==> src/rtl/mode_sequencer.sv <==
`default_nettype none
// +--------------------------------------------------------------------------+
// | mode_sequencer                                                           |
// | Game controller: button debounce, mode menu, round sequencing and the    |
// | shared LED / 7-segment mux. ROUND_TIMEOUT_EN builds the round timer.     |
// | Revision: 1.0                                                            |
// +--------------------------------------------------------------------------+
module mode_sequencer #(
    parameter int NUM_MODES       = 3,
    parameter int CLK_HZ          = 100_000_000,
    parameter int DEBOUNCE_CYCLES = 1_000_000,
    parameter int TIMEOUT_S       = 60,
    parameter int HOLD_S          = 5
) (
    input  logic                    clk,
    input  logic                    reset_n,
    input  logic                    btn_mode,
    input  logic                    btn_go_stop,
    input  logic                    btn_back,
    input  logic [NUM_MODES-1:0]    mode_done,
    input  logic [16*NUM_MODES-1:0] mode_led,
    input  logic [20*NUM_MODES-1:0] mode_seg,
    output logic [NUM_MODES-1:0]    active,
    output logic                    btn_go_stop_out,
    output logic [15:0]             led,
    output logic [19:0]             seg_data,
    output logic [7:0]              win_count,
    output logic [1:0]              state_out
);

    localparam int c_SEL_W   = $clog2(NUM_MODES);
    localparam int c_PRE_W   = (CLK_HZ > 1) ? $clog2(CLK_HZ) : 1;
    localparam int c_DB_W    = $clog2(DEBOUNCE_CYCLES + 1);
    localparam int c_SEC_MAX = (TIMEOUT_S > HOLD_S) ? TIMEOUT_S : HOLD_S;
    localparam int c_SEC_W   = $clog2(c_SEC_MAX + 1);

    localparam logic [c_DB_W-1:0]    c_DB_LAST   = c_DB_W'(DEBOUNCE_CYCLES - 1);
    localparam logic [c_PRE_W-1:0]   c_PRE_LAST  = c_PRE_W'(CLK_HZ - 1);
    localparam logic [c_SEC_W-1:0]   c_SEC_SAT   = c_SEC_W'(c_SEC_MAX);
    localparam logic [c_SEC_W-1:0]   c_HOLD_LAST = c_SEC_W'(HOLD_S - 1);
    localparam logic [c_SEL_W-1:0]   c_SEL_LAST  = c_SEL_W'(NUM_MODES - 1);
    localparam logic [NUM_MODES-1:0] c_ONE       = NUM_MODES'(1);
    localparam logic [4:0] c_DIG_P = 5'd16, c_DIG_O = 5'd17, c_DIG_N = 5'd20, c_DIG_BLANK = 5'd31;

    typedef enum logic [1:0] {
        ST_MENU   = 2'd0,
        ST_PLAY   = 2'd1,
        ST_RESULT = 2'd2
    } state_t;

    state_t               r_state, w_state_next;
    logic [c_SEL_W-1:0]   r_sel, w_sel_next;
    logic [c_PRE_W-1:0]   r_presc;
    logic [c_SEC_W-1:0]   r_sec;
    logic                 r_timed_out, r_arm;
    logic [15:0]          r_led;
    logic [19:0]          r_seg;
    logic [7:0]           r_win_count;
    logic                 w_tick, w_hold_done, w_win, w_to, w_to_next;
    logic [2:0]           w_btn_raw, w_deb, w_press;
    logic [15:0]          w_led_arr [NUM_MODES];
    logic [19:0]          w_seg_arr [NUM_MODES];

    // Button index 0 = mode, 1 = go/stop, 2 = back
    assign w_btn_raw = {btn_back, btn_go_stop, btn_mode};

    generate
        for (genvar b = 0; b < 3; b++) begin : g_btn
            logic              r_s1, r_s2, r_lvl, r_lvl_q;
            logic [c_DB_W-1:0] r_cnt;
            always_ff @(posedge clk or negedge reset_n) begin
                if (!reset_n) begin
                    r_s1    <= 1'b0;
                    r_s2    <= 1'b0;
                    r_lvl   <= 1'b0;
                    r_lvl_q <= 1'b0;
                    r_cnt   <= '0;
                end else begin
                    r_s1    <= w_btn_raw[b];
                    r_s2    <= r_s1;
                    r_lvl_q <= r_lvl;
                    if (r_s2 == r_lvl) begin
                        r_cnt <= '0;
                    end else if (r_cnt == c_DB_LAST) begin
                        r_lvl <= r_s2;
                        r_cnt <= '0;
                    end else begin
                        r_cnt <= r_cnt + 1'b1;
                    end
                end
            end
            assign w_deb[b]   = r_lvl;
            assign w_press[b] = r_lvl & ~r_lvl_q;
        end

        for (genvar k = 0; k < NUM_MODES; k++) begin : g_mux
            assign w_led_arr[k] = mode_led[16*k +: 16];
            assign w_seg_arr[k] = mode_seg[20*k +: 20];
        end
    endgenerate

    assign w_tick      = (r_presc == c_PRE_LAST);
    assign w_hold_done = w_tick && (r_sec == c_HOLD_LAST);

    always_comb begin
        w_state_next = r_state;
        w_sel_next   = r_sel;
        w_win        = 1'b0;
        w_to         = 1'b0;
        case (r_state)
            ST_MENU: begin
                if (w_press[0])
                    w_sel_next = (r_sel == c_SEL_LAST) ? '0 : r_sel + 1'b1;
                if (w_press[1])
                    w_state_next = ST_PLAY;
            end
            ST_PLAY: begin
                if (mode_done[r_sel]) begin
                    w_state_next = ST_RESULT;
                    w_win        = 1'b1;
                end else if (w_press[2]) begin
                    w_state_next = ST_MENU;
`ifdef ROUND_TIMEOUT_EN
                end else if (w_tick && (r_sec == c_SEC_W'(TIMEOUT_S - 1))) begin
                    w_state_next = ST_RESULT;
                    w_to         = 1'b1;
`endif
                end
            end
            ST_RESULT: begin
                if (w_press[1] || w_press[2] || w_hold_done)
                    w_state_next = ST_MENU;
            end
            default: w_state_next = ST_MENU;
        endcase
    end

    assign w_to_next = (w_state_next != r_state) ? w_to : r_timed_out;

    // Prescaler and second counter restart on every state change
    always_ff @(posedge clk or negedge reset_n) begin
        if (!reset_n) begin
            r_presc <= '0;
            r_sec   <= '0;
        end else if (w_state_next != r_state) begin
            r_presc <= '0;
            r_sec   <= '0;
        end else if (w_tick) begin
            r_presc <= '0;
            if (r_sec != c_SEC_SAT)
                r_sec <= r_sec + 1'b1;
        end else begin
            r_presc <= r_presc + 1'b1;
        end
    end

    always_ff @(posedge clk or negedge reset_n) begin
        if (!reset_n) begin
            r_state     <= ST_MENU;
            r_sel       <= '0;
            r_timed_out <= 1'b0;
            r_arm       <= 1'b0;
            r_led       <= '0;
            r_seg       <= 20'hFFFFF;
            r_win_count <= '0;
        end else begin
            r_state     <= w_state_next;
            r_sel       <= w_sel_next;
            r_timed_out <= w_to_next;
            // Arms only once go has been seen released inside this round
            r_arm       <= (r_state == ST_PLAY) && (w_state_next == ST_PLAY) && (r_arm || !w_deb[1]);
            if (w_win && (r_win_count != 8'hFF))
                r_win_count <= r_win_count + 8'd1;
            if (w_state_next == ST_MENU) begin
                r_led <= 16'h8000 >> w_sel_next;
                r_seg <= {c_DIG_P, c_DIG_BLANK, c_DIG_BLANK, 5'(w_sel_next) + 5'd1};
            end else if (w_state_next == ST_RESULT && w_to_next) begin
                r_led <= '0;
                r_seg <= {c_DIG_N, c_DIG_O, c_DIG_BLANK, c_DIG_BLANK};
            end else begin
                r_led <= w_led_arr[w_sel_next];
                r_seg <= w_seg_arr[w_sel_next];
            end
        end
    end

    always_comb begin
        active = '0;
        if (r_state == ST_PLAY || (r_state == ST_RESULT && !r_timed_out))
            active = c_ONE << r_sel;
    end

    assign btn_go_stop_out = (r_state == ST_PLAY) && r_arm && w_deb[1];
    assign led             = r_led;
    assign seg_data        = r_seg;
    assign win_count       = r_win_count;
    assign state_out       = r_state;

endmodule
`default_nettype wire
==> config.mk <==
export PLATFORM = sky130hd
export DESIGN_NAME = mode_sequencer
export DESIGN_NICKNAME = d
export VERILOG_FILES = /design/src/rtl/mode_sequencer.sv
export SDC_FILE = /design/constraint.sdc
export NUM_CORES = 1
export LEC_CHECK = 0
export CAP_MARGIN = 20
export CORE_MARGIN = 5
export CORE_UTILIZATION = 50
export CTS_CLUSTER_SIZE = 16
export DETAILED_ROUTE_END_ITERATION = 16
export PLACE_DENSITY = 0.79
export SYNTH_ARGS = -nofsm -noshare
export SYNTH_HDL_FRONTEND = slang
export SYNTH_SLANG_ARGS = --single-unit
==> constraint.sdc <==
create_clock -name clk -period 5.7 [get_ports clk]
set_input_delay 0.855 -clock clk [delete_from_list [all_inputs] [get_ports clk]]
set_output_delay 0.855 -clock clk [all_outputs]
set_load 0.1 [all_outputs]
==> impl_metrics.tcl, run 1 <==
set metrics [dict create \
    min_period_ps 3650 \
    worst_r2r_path_depth 7 \
    run_status "finished clean" \
    setup_violations 0 \
    clk_path_buf_depth 2 \
    synth_top_area_cell "dfrtp_1" \
    async_flop_share_pct 100 \
    finalInstanceArea_mm2 0.0101 \
    hold_start "g_btn[1].r_s1" \
    buffer_ports.inserted 165 \
    core-area_mm2 0.0151 \
    fraction_of_synthesized_area_in_multiplexers_pct 5.99 \
    number_of_cts_inserted_buffers 17 \
    cts.htree.levels 4 \
    worst_hold_path_type "flop to flop" \
    die_x_um 134 \
    synth_area_per_cell_um2 9.91 \
    detail_route.wirelength_um 18600 \
    maxCapViolCount 0 \
    post_route_cells_drive_above_1_share_pct 7.98 \
    detailedRoute.firstPassIterationCount 4 \
    power_density_mw_per_mm2 285 \
    synthXorXnorAreaFrac_pct 10.4 \
    required_ps 4850 \
    synth_area_mm2 0.00764 \
    layout_worst_path_cycle_share_pct 64.1 \
    max-slew-margin-rel_pct 28.8 \
    nets 1054 \
    crit-reg2reg-capture "seg_data[1]" \
    synth_top_family_by_area "simple AND/OR/NAND/NOR gates" \
    worst_hold_path_cells 0 \
    worst-setup-path-type "flop to output pin" \
    half_perimeter_wire_length_after_placement_um 13300 \
    antenna_violation_net_count_after_detailed_routing 0 \
    post-route-drc-count 0 \
    fmax_mhz 274 \
    clk_pin_slew_ps 70 \
    net-switching-power_uw 806 \
    r2r_start "state_out[1]" \
    synthesized_area_fraction_occupied_by_adder_cells_pct 1.80 \
    die_y_um 134 \
    cp_max_fo 9 \
    antenna_found_initial 0 \
    total_nets_after_synthesis 898 \
    placement.cell_area_mm2 0.00943 \
    fin_setup_tns_ps 0 \
    route.vias.total 5987 \
    p_leak_nw 4.53 \
    regToRegSetupSlack_ps 2280 \
    seq_power_share_pct 41.7 \
    power_frac_comb_pct 15.1 \
    global_route_wire_length_before_repair_um 30300 \
    fp.dieArea_mm2 0.0179 \
    post_cts.resized_instances 0 \
    synth-warning-count 0 \
    area_growth_pct 31.9 \
    switching_share_of_total_power_pct 28.0 \
    seq_area_frac_synth_pct 51.1 \
    startpoint_type "flop" \
    worst_ep_arrival_time_ps 2800 \
    irDropWorstVdd_mv 0.237 \
    slew_violations 0 \
    post_cts.repair.setup_buffers 0 \
    groute.usage.overall_pct 21.3 \
    clk_root_buffer_cell "clkbuf_16" \
    starting_density_of_the_core_pct 50.6 \
    tritoncts "done" \
    cts_hold_repair.buffers 0 \
    synth.most_common_cell "nor2_1" \
    worstMarginPinSlew_ps 1060 \
    holdPathEnd "g_btn[1].r_s2" \
    insertion_delay_ps 430 \
    avg_vias_per_cell 5.31 \
    netlist_instances 771 \
    top_area_cell_type_share_of_the_netlist_area_pct 44.2 \
    end_kind "output pin" \
    rsz0062_at_grt "false" \
    ios 166 \
    synthSimpleGateAreaFrac_pct 21.9 \
    routed_wl_per_cell_um 16.5 \
    cts_sinks 155 \
    grt-ovfl-total 0 \
    synth_commonest_cells "nor2_1, dfrtp_1, nand2_1" \
    floorplan.rows 45 \
    synth_compound_gate_area_share_pct 6.22 \
    gpl.final_weighted_congestion 0.822 \
    netlist-cell-type-count 52 \
    internal-power_mw 2.07 \
    synth-seq-cells 155 \
    most_used_flip_flop_cell_after_synthesis "dfrtp_1" \
    synth.top_cells.by_area "dfrtp_1, nor2_1, dfstp_2" \
    first_global_vias 6022 \
    synth-edff-count 0 \
    grt_max_degree 89 \
    antenna_cells 0 \
    hold_violations 0 \
    share_clk_of_total_power_pct 43.2 \
    drt-initial-drc-count 340 \
    fin_skew_ps 8.61 \
]
-- how the worst max path moves through the flow --
stage | from | slack (ps) | end | cells past startpoint
6_report | state_out[0] | 2050 | active[2] | 4
3_3_place_gp | mode_done[1] | 2390 | seg_data[5] | 8
2_1_floorplan | state_out[0] | 1130 | active[2] | 4
5_1_grt | state_out[0] | 1910 | active[0] | 4
3_5_place_dp | state_out[1] | 2290 | seg_data[1] | 7
4_1_cts | state_out[0] | 2030 | active[2] | 4
-- stage by stage --
stage | util, % | total power [mW] | worst slack, ps | hold WS, ps | std cells
2_1_floorplan | - | 1.48 | 1130 | 331 | 771
4_1_cts | 66.8 | 2.90 | 2030 | 351 | 1128
5_1_grt | 66.8 | 2.99 | 1910 | 356 | 1128
3_5_place_dp | 62.5 | 1.66 | 2290 | 336 | 1096
6_report | 66.8 | 2.88 | 2050 | 350 | 1128
3_3_place_gp | 62.5 | 1.65 | 2390 | 333 | 1096
-- worst max-delay path, stage by stage (launching register included) --
cell             delay, ps
dfrtp_1                510
nor2b_1                330
a21oi_1                140
nor3b_1                220
clkdlybuf4s50_1       1180
-- final cells by class --
class,instances,area [um^2]
well taps,188,235
clock buffers,17,425
multi-input cells,567,3550
fillers,1165,5010
flip-flops and latches,155,3900
inverters,18,67.6
repair buffers,168,1680
clock inverters,15,220
-- flip-flops by register name, indices dropped and copies added (netlist names), 2 cells and up --
register / flops
state_out: 2
g_btn.r_cnt: 60
seg_data: 20
g_btn.r_lvl_q: 3
g_btn.r_lvl: 3
g_btn.r_s1: 3
r_sel: 2
g_btn.r_s2: 3
win_count: 8
r_sec: 6
led: 16
r_presc: 27
-- metal layers --
| layer | GRT usage (%) | part of all wire, % | up-vias |
|---|---|---|---|
| met5 | 0 | 0 | - |
| met4 | 6.29 | 1.9 | 0 |
| met2 | 35.2 | 50 | 136 |
| met3 | 6.76 | 5.3 | 22 |
| li1 | - | - | 2927 |
| met1 | 27.0 | 43 | 2902 |
-- cell families (layout without fill, tap and decap cells) --
logic type	Yosys count	in the layout
AND/OR/NAND/NOR	347	347
buffers and inverters	49	218
adder cells (fa/ha/maj)	11	11
multiplexers	45	45
AO/OA/AOI/OAI	73	73
flip-flops	155	155
XOR/XNOR	91	91
-- power groups by stage --
stage | clock network (mW) | registers, mW | logic [mW]
global placement | 0 | 1.22 | 0.433
CTS | 1.26 | 1.20 | 0.440
detailed placement | 0 | 1.22 | 0.438
floorplan | 0 | 1.36 | 0.116
global route | 1.32 | 1.21 | 0.466
finish | 1.24 | 1.20 | 0.435
-- placed cells by master (no fill, tap or decap), drive strengths merged, types with 4 or more instances in the layout --
master         count
clkdlybuf4s50    164
nor2             156
dfrtp            135
nand2             64
xor2              49
xnor2             42
mux2i             39
nand3             31
a21oi             30
inv               27
dfstp             20
nand4             18
o21ai             18
clkbuf            17
and3              16
ha                11
nor3              10
o211ai            10
and4               8
nor4               7
nor2b              6
mux2               6
o2bb2ai            6
and2               5
or3                4
bufinv             4
buf                4
Note: power is estimated with default switching activity, not from simulation.
==> inputs of run 2 (changes only) <==
--- a/config.mk
+++ b/config.mk
@@ -7,10 +7,10 @@
 export LEC_CHECK = 0
 export CAP_MARGIN = 20
 export CORE_MARGIN = 5
-export CORE_UTILIZATION = 50
+export CORE_UTILIZATION = 46
 export CTS_CLUSTER_SIZE = 16
 export DETAILED_ROUTE_END_ITERATION = 16
-export PLACE_DENSITY = 0.79
+export PLACE_DENSITY = 0.76
 export SYNTH_ARGS = -nofsm -noshare
 export SYNTH_HDL_FRONTEND = slang
 export SYNTH_SLANG_ARGS = --single-unit
==> constraint.sdc (replaced) <==
create_clock -name clk -period 3 [get_ports clk]
set_input_delay 0.45 -clock clk [delete_from_list [all_inputs] [get_ports clk]]
set_output_delay 0.45 -clock clk [all_outputs]
set_load 0.1 [all_outputs]
==> run 2 against run 1 <==
Power rose by 84%. Cell count up 3.6%. Critical path depth grew 3. Die area up 8.0%. Routed wire length fell by 2.3%. Core utilization down 5.7 points. Highest routed layer unchanged. Non-clock buffer count up 9. Via count down 0.38%. Largest cell class unchanged. Clock power is 76% higher. Count of clock-buffer cells in the layout up 1. Design area down 0.17%. Worst hold slack worse by 330 ps.
==> impl_metrics.tcl, run 2 (same netlist as run 1, synthesis figures left out) <==
set metrics [dict create \
    largest_register_ffs 60 \
    r2r_start "r_presc[8]" \
    crit_path_end "led[15]" \
    clk_root_buffer_cell "clkbuf_16" \
    fmax_mhz 367 \
    cts_sinks 155 \
    antenna_cells 0 \
    worstMarginPinSlew_ps 697 \
    slew_violations 0 \
    half_perimeter_wire_length_after_placement_um 13300 \
    largest-register "g_btn.r_cnt" \
    critical_path.startpoint "r_presc[8]" \
    rsz0062_at_grt "false" \
    post_route_cells_drive_above_1_share_pct 14.5 \
    maxCapViolCount 0 \
    crit-reg2reg-capture "led[15]" \
    cts_hold_repair.buffers 0 \
    detailedRoute.firstPassIterationCount 4 \
    routed_wl_per_cell_um 15.5 \
    cts.htree.levels 4 \
    worst_ep_arrival_time_ps 3000 \
    nets 1063 \
    end_kind "flop" \
    drt-initial-drc-count 295 \
    post_cts.resized_instances 0 \
    post-layout-total-power_mw 5.28 \
    grt-ovfl-total 0 \
    fp.dieArea_mm2 0.0193 \
    required_ps 3270 \
    die_y_um 139 \
    tritoncts "done" \
    post-route-drc-count 0 \
    run_status "finished clean" \
    die_x_um 139 \
    clk_path_buf_depth 2 \
    worst_hold_path_type "input port to async pin" \
    avg_vias_per_cell 5.10 \
    fill_cells 1437 \
    min_period_ps 2720 \
    layout_setup_ws_ps 278 \
    area_growth_pct 31.7 \
    most_common_cell_after_layout_fill_and_taps_aside "nor2_1" \
    layout_worst_path_cycle_share_pct 90.7 \
    irDropWorstVdd_mv 0.409 \
    placement.cell_area_mm2 0.00946 \
    insertion_delay_ps 420 \
    p_leak_nw 4.62 \
    gpl.final_weighted_congestion 0.826 \
    dpl_worst_slack_ps 289 \
    buffer_ports.inserted 165 \
    clk_pin_slew_ps 70 \
    post_cts.repair.setup_buffers 0 \
    groute.usage.overall_pct 18.6 \
    ios 166 \
    power_density_mw_per_mm2 525 \
    worst_r2r_path_depth 7 \
    detail_route.wirelength_um 18100 \
    core-area_mm2 0.0165 \
    regToRegSetupSlack_ps 280 \
    number_of_cts_inserted_buffers 17 \
    cp_max_fo 18 \
    layout.cells.most_common_list "nor2_1, dfrtp_1, clkdlybuf4s50_1, nand2_1, buf_4" \
    first_global_vias 5864 \
    fin_skew_ps 12.0 \
    antenna_found_initial 0 \
    worst-setup-path-type "flop to flop" \
    antenna_violation_net_count_after_detailed_routing 0 \
    finalInstanceArea_mm2 0.0101 \
    starting_density_of_the_core_pct 46.4 \
    setup_violations 0 \
    max-slew-margin-rel_pct 53.6 \
    floorplan.rows 47 \
    fin_setup_tns_ps 0 \
    hold_violations 0 \
    grt_max_degree 65 \
    route.vias.total 5964 \
    global_route_wire_length_before_repair_um 29700 \
    startpoint_type "flop" \
]
[run 2: through the flow]
step | util [%] | hold WS [ps] | instances
final | 61.1 | 15.6 | 1169
after floorplan | - | 154 | 771
after detailed placement | 57.5 | 337 | 1137
after CTS | 61.1 | 36.8 | 1169
after global placement | 57.5 | 336 | 1137
after global routing | 61.1 | 68.1 | 1169
[run 2: critical path: stages (launching register included)]
cell     delay [ps]
dfrtp_1         430
or4b_4          580
nor4_4          420
nand4_4         210
a21oi_2         240
inv_2           100
o21ai_4         410
o21ai_0         180
[run 2: how the worst min path moves through the flow]
stage | from | end | slack (ps) | cells after the start
2_1_floorplan | reset_n | g_btn[0].r_cnt[0] | 150 | 0
3_3_place_gp | g_btn[2].r_s1 | g_btn[2].r_s2 | 340 | 0
3_5_place_dp | g_btn[2].r_s1 | g_btn[2].r_s2 | 340 | 0
4_1_cts | reset_n | g_btn[1].r_cnt[0] | 40 | 1
5_1_grt | reset_n | g_btn[1].r_cnt[5] | 70 | 1
6_report | reset_n | g_btn[1].r_cnt[0] | 20 | 1
[run 2: final cells by class]
type / count / area [um^2] / share of cell area, %
Multi-Input combinational cell: 567 / 3570 / 35.5
Sequential cell: 155 / 3910 / 38.8
Tap cell: 220 / 275 / 2.74
Inverter: 18 / 67.6 / 0.672
Clock inverter: 14 / 170 / 1.69
Timing Repair Buffer: 177 / 1640 / 16.3
Clock buffer: 18 / 429 / 4.27
[run 2: layer usage]
layer	vias to the layer above	routed length, um	GRT usage (%)
met3	19	1010	4.97
met2	129	8900	30.5
li1	2938	-	-
met4	0	276	4.33
met1	2878	7960	25.0
met5	-	0	0
[run 2: power by group]
part | internal [mW] | switching, mW | total [mW] | leakage [nW]
clock network | 1.31 | 0.867 | 2.18 | 0.288
logic | 0.296 | 0.523 | 0.818 | 2.30
registers | 2.20 | 0.0740 | 2.28 | 2.03
==> inputs of run 3 (changes only) <==
--- a/config.mk
+++ b/config.mk
@@ -7,10 +7,11 @@
 export LEC_CHECK = 0
 export CAP_MARGIN = 20
 export CORE_MARGIN = 5
-export CORE_UTILIZATION = 46
+export CORE_UTILIZATION = 40
 export CTS_CLUSTER_SIZE = 16
 export DETAILED_ROUTE_END_ITERATION = 16
-export PLACE_DENSITY = 0.76
+export PLACE_DENSITY = 0.65
+export SKIP_CTS_REPAIR_TIMING = 1
 export SYNTH_ARGS = -nofsm -noshare
 export SYNTH_HDL_FRONTEND = slang
 export SYNTH_SLANG_ARGS = --single-unit
==> constraint.sdc (replaced) <==
create_clock -name clk -period 3.29 [get_ports clk]
set_input_delay 0.4935 -clock clk [delete_from_list [all_inputs] [get_ports clk]]
set_output_delay 0.4935 -clock clk [all_outputs]
set_load 0.1 [all_outputs]
==> run 3 against run 2 <==
Clock skew grew 3.0 ps. Count of clock-buffer cells in the layout rose by 2. Cell count is 0.94% higher. Power fell by 10%. Sequential share of layout area is 0.083 points lower. Critical path depth decreased by 1. Core utilization decreased by 7.4 points. Design area is 0.15% higher. Global-route usage is 1.9 points lower. Routed wire length grew 0.44%. Non-clock buffer count decreased by 1. Highest routed layer unchanged.
==> impl_metrics.tcl, run 3 (same netlist as run 1, synthesis figures left out) <==
set metrics [dict create \
    cts.htree.levels 4 \
    detail_route.wirelength_um 18200 \
    worst_ep_arrival_time_ps 3030 \
    post_route_cells_drive_above_1_share_pct 12.4 \
    fin_setup_tns_ps 0 \
    number_of_cts_inserted_buffers 17 \
    die_x_um 148 \
    worstPathBufferInverterCount 0 \
    layout_worst_path_cycle_share_pct 82.8 \
    fin_skew_ps 15.0 \
    crit_path_top_delay_cell "or4b_4" \
    clk_path_buf_depth 2 \
    antenna_found_initial 0 \
    p_leak_nw 4.59 \
    tritoncts "done" \
    finish.utilization_pct 53.7 \
    die_y_um 148 \
    drt-initial-drc-count 243 \
    maxCapViolCount 0 \
    routed_wl_per_cell_um 15.4 \
    most_common_cell_after_layout_fill_and_taps_aside "nor2_1" \
    irDropWorstVdd_mv 0.297 \
    first_global_vias 5834 \
    gpl.final_weighted_congestion 0.814 \
    timing.critical_path.cells "or4b_4, nor4_4, nand4_4, o2111ai_4, nor2b_1, o211ai_1" \
    groute.usage.overall_pct 16.7 \
    placement.cell_area_mm2 0.00950 \
    detailedRoute.firstPassIterationCount 4 \
    fmax_mhz 367 \
    non_filler_instance_count_after_layout 1180 \
    required_ps 3590 \
    placed_cells 1150 \
    largest_register_ffs 60 \
    regToRegSetupSlack_ps 560 \
    insertion_delay_ps 420 \
    run_status "finished clean" \
    startpoint_type "flop" \
    route.vias.total 5852 \
    finalInstanceArea_mm2 0.0101 \
    cp_top_family "simple AND/OR/NAND/NOR gates" \
    post-route-drc-count 0 \
    starting_density_of_the_core_pct 40.7 \
    worst_hold_path_type "input port to async pin" \
    end_kind "flop" \
    cts_sinks 155 \
    buffer_ports.inserted 165 \
    layout.cells.most_common_list "nor2_1, dfrtp_1, clkdlybuf4s50_1, nand2_1, xor2_1" \
    worstMarginPinSlew_ps 1010 \
    clk_pin_slew_ps 60 \
    setup_violations 0 \
    critical_path.max_stage_delay_ps 560 \
    clk_root_buffer_cell "clkbuf_16" \
    fp.dieArea_mm2 0.0220 \
    floorplan.rows 50 \
    global_route_wire_length_before_repair_um 29800 \
    grt_max_degree 72 \
    r2r_start "r_presc[8]" \
    grt-ovfl-total 0 \
    area_growth_pct 31.9 \
    slew_violations 0 \
    worst-setup-path-type "flop to flop" \
    hold_violations 0 \
    worst_r2r_path_depth 6 \
    min_period_ps 2730 \
    crit-reg2reg-capture "seg_data[10]" \
    power_density_mw_per_mm2 471 \
    half_perimeter_wire_length_after_placement_um 13400 \
    cp_max_fo 8 \
    fill_cells 1728 \
    avg_vias_per_cell 4.96 \
    ios 166 \
    max-slew-margin-rel_pct 32.3 \
    nets 1062 \
    antenna_violation_net_count_after_detailed_routing 0 \
    rsz0062_at_grt "false" \
    layout_setup_ws_ps 564 \
    dpl_worst_slack_ps 507 \
    antenna_cells 0 \
    largest-register "g_btn.r_cnt" \
    core-area_mm2 0.0188 \
]
run 3: cell count changes in the layout (fill, tap and decap cells not counted), sizes merged:
cell and delta:
clkbuf +2, clkinvlp -1, clkdlybuf4s50 +16, clkinv -1
buf -17, inv -1, bufinv -1
run 3: area by class of cell:
class / count / area [um^2] / area share, %
clock buffer: 20 / 457 / 4.53
clock inverter: 10 / 116 / 1.15
inverter: 18 / 67.6 / 0.671
multi-input combinational: 567 / 3560 / 35.4
sequential: 155 / 3900 / 38.7
tap: 234 / 293 / 2.91
timing repair buffer: 176 / 1680 / 16.6
run 3: how the worst max path moves through the flow:
stage	slack, ps	startpoint	end	depth (start not counted)
detailed placement	510	mode_done[1]	led[12]	7
global route	340	r_presc[8]	seg_data[19]	6
finish	560	r_presc[8]	seg_data[10]	6
floorplan	50	state_out[0]	active[2]	4
global placement	560	mode_done[1]	seg_data[7]	7
CTS	510	r_presc[8]	seg_data[9]	6
run 3: where the power goes:
group	switching [mW]	internal, mW	total, mW
Combinational	0.473	0.271	0.744
Clock	0.769	1.15	1.92
Sequential	0.0690	2.01	2.08
run 3: stage by stage:
| step | hold slack [ps] | power (mW) |
|---|---|---|
| final | 27.9 | 4.74 |
| after global routing | 53.2 | 4.95 |
| after CTS | 37.7 | 4.80 |
| after detailed placement | 339 | 2.87 |
| after global placement | 333 | 2.86 |
| after floorplan | 198 | 2.57 |
run 3: routing by layer:
metal | vias to the layer above | part of all wire [%] | global-route usage, %
li1 | 2932 | - | -
met1 | 2807 | 46 | 22.2
met2 | 102 | 48 | 27.2
met3 | 11 | 5.4 | 5.36
met4 | 0 | 0.58 | 3.09
met5 | - | 0 | 0
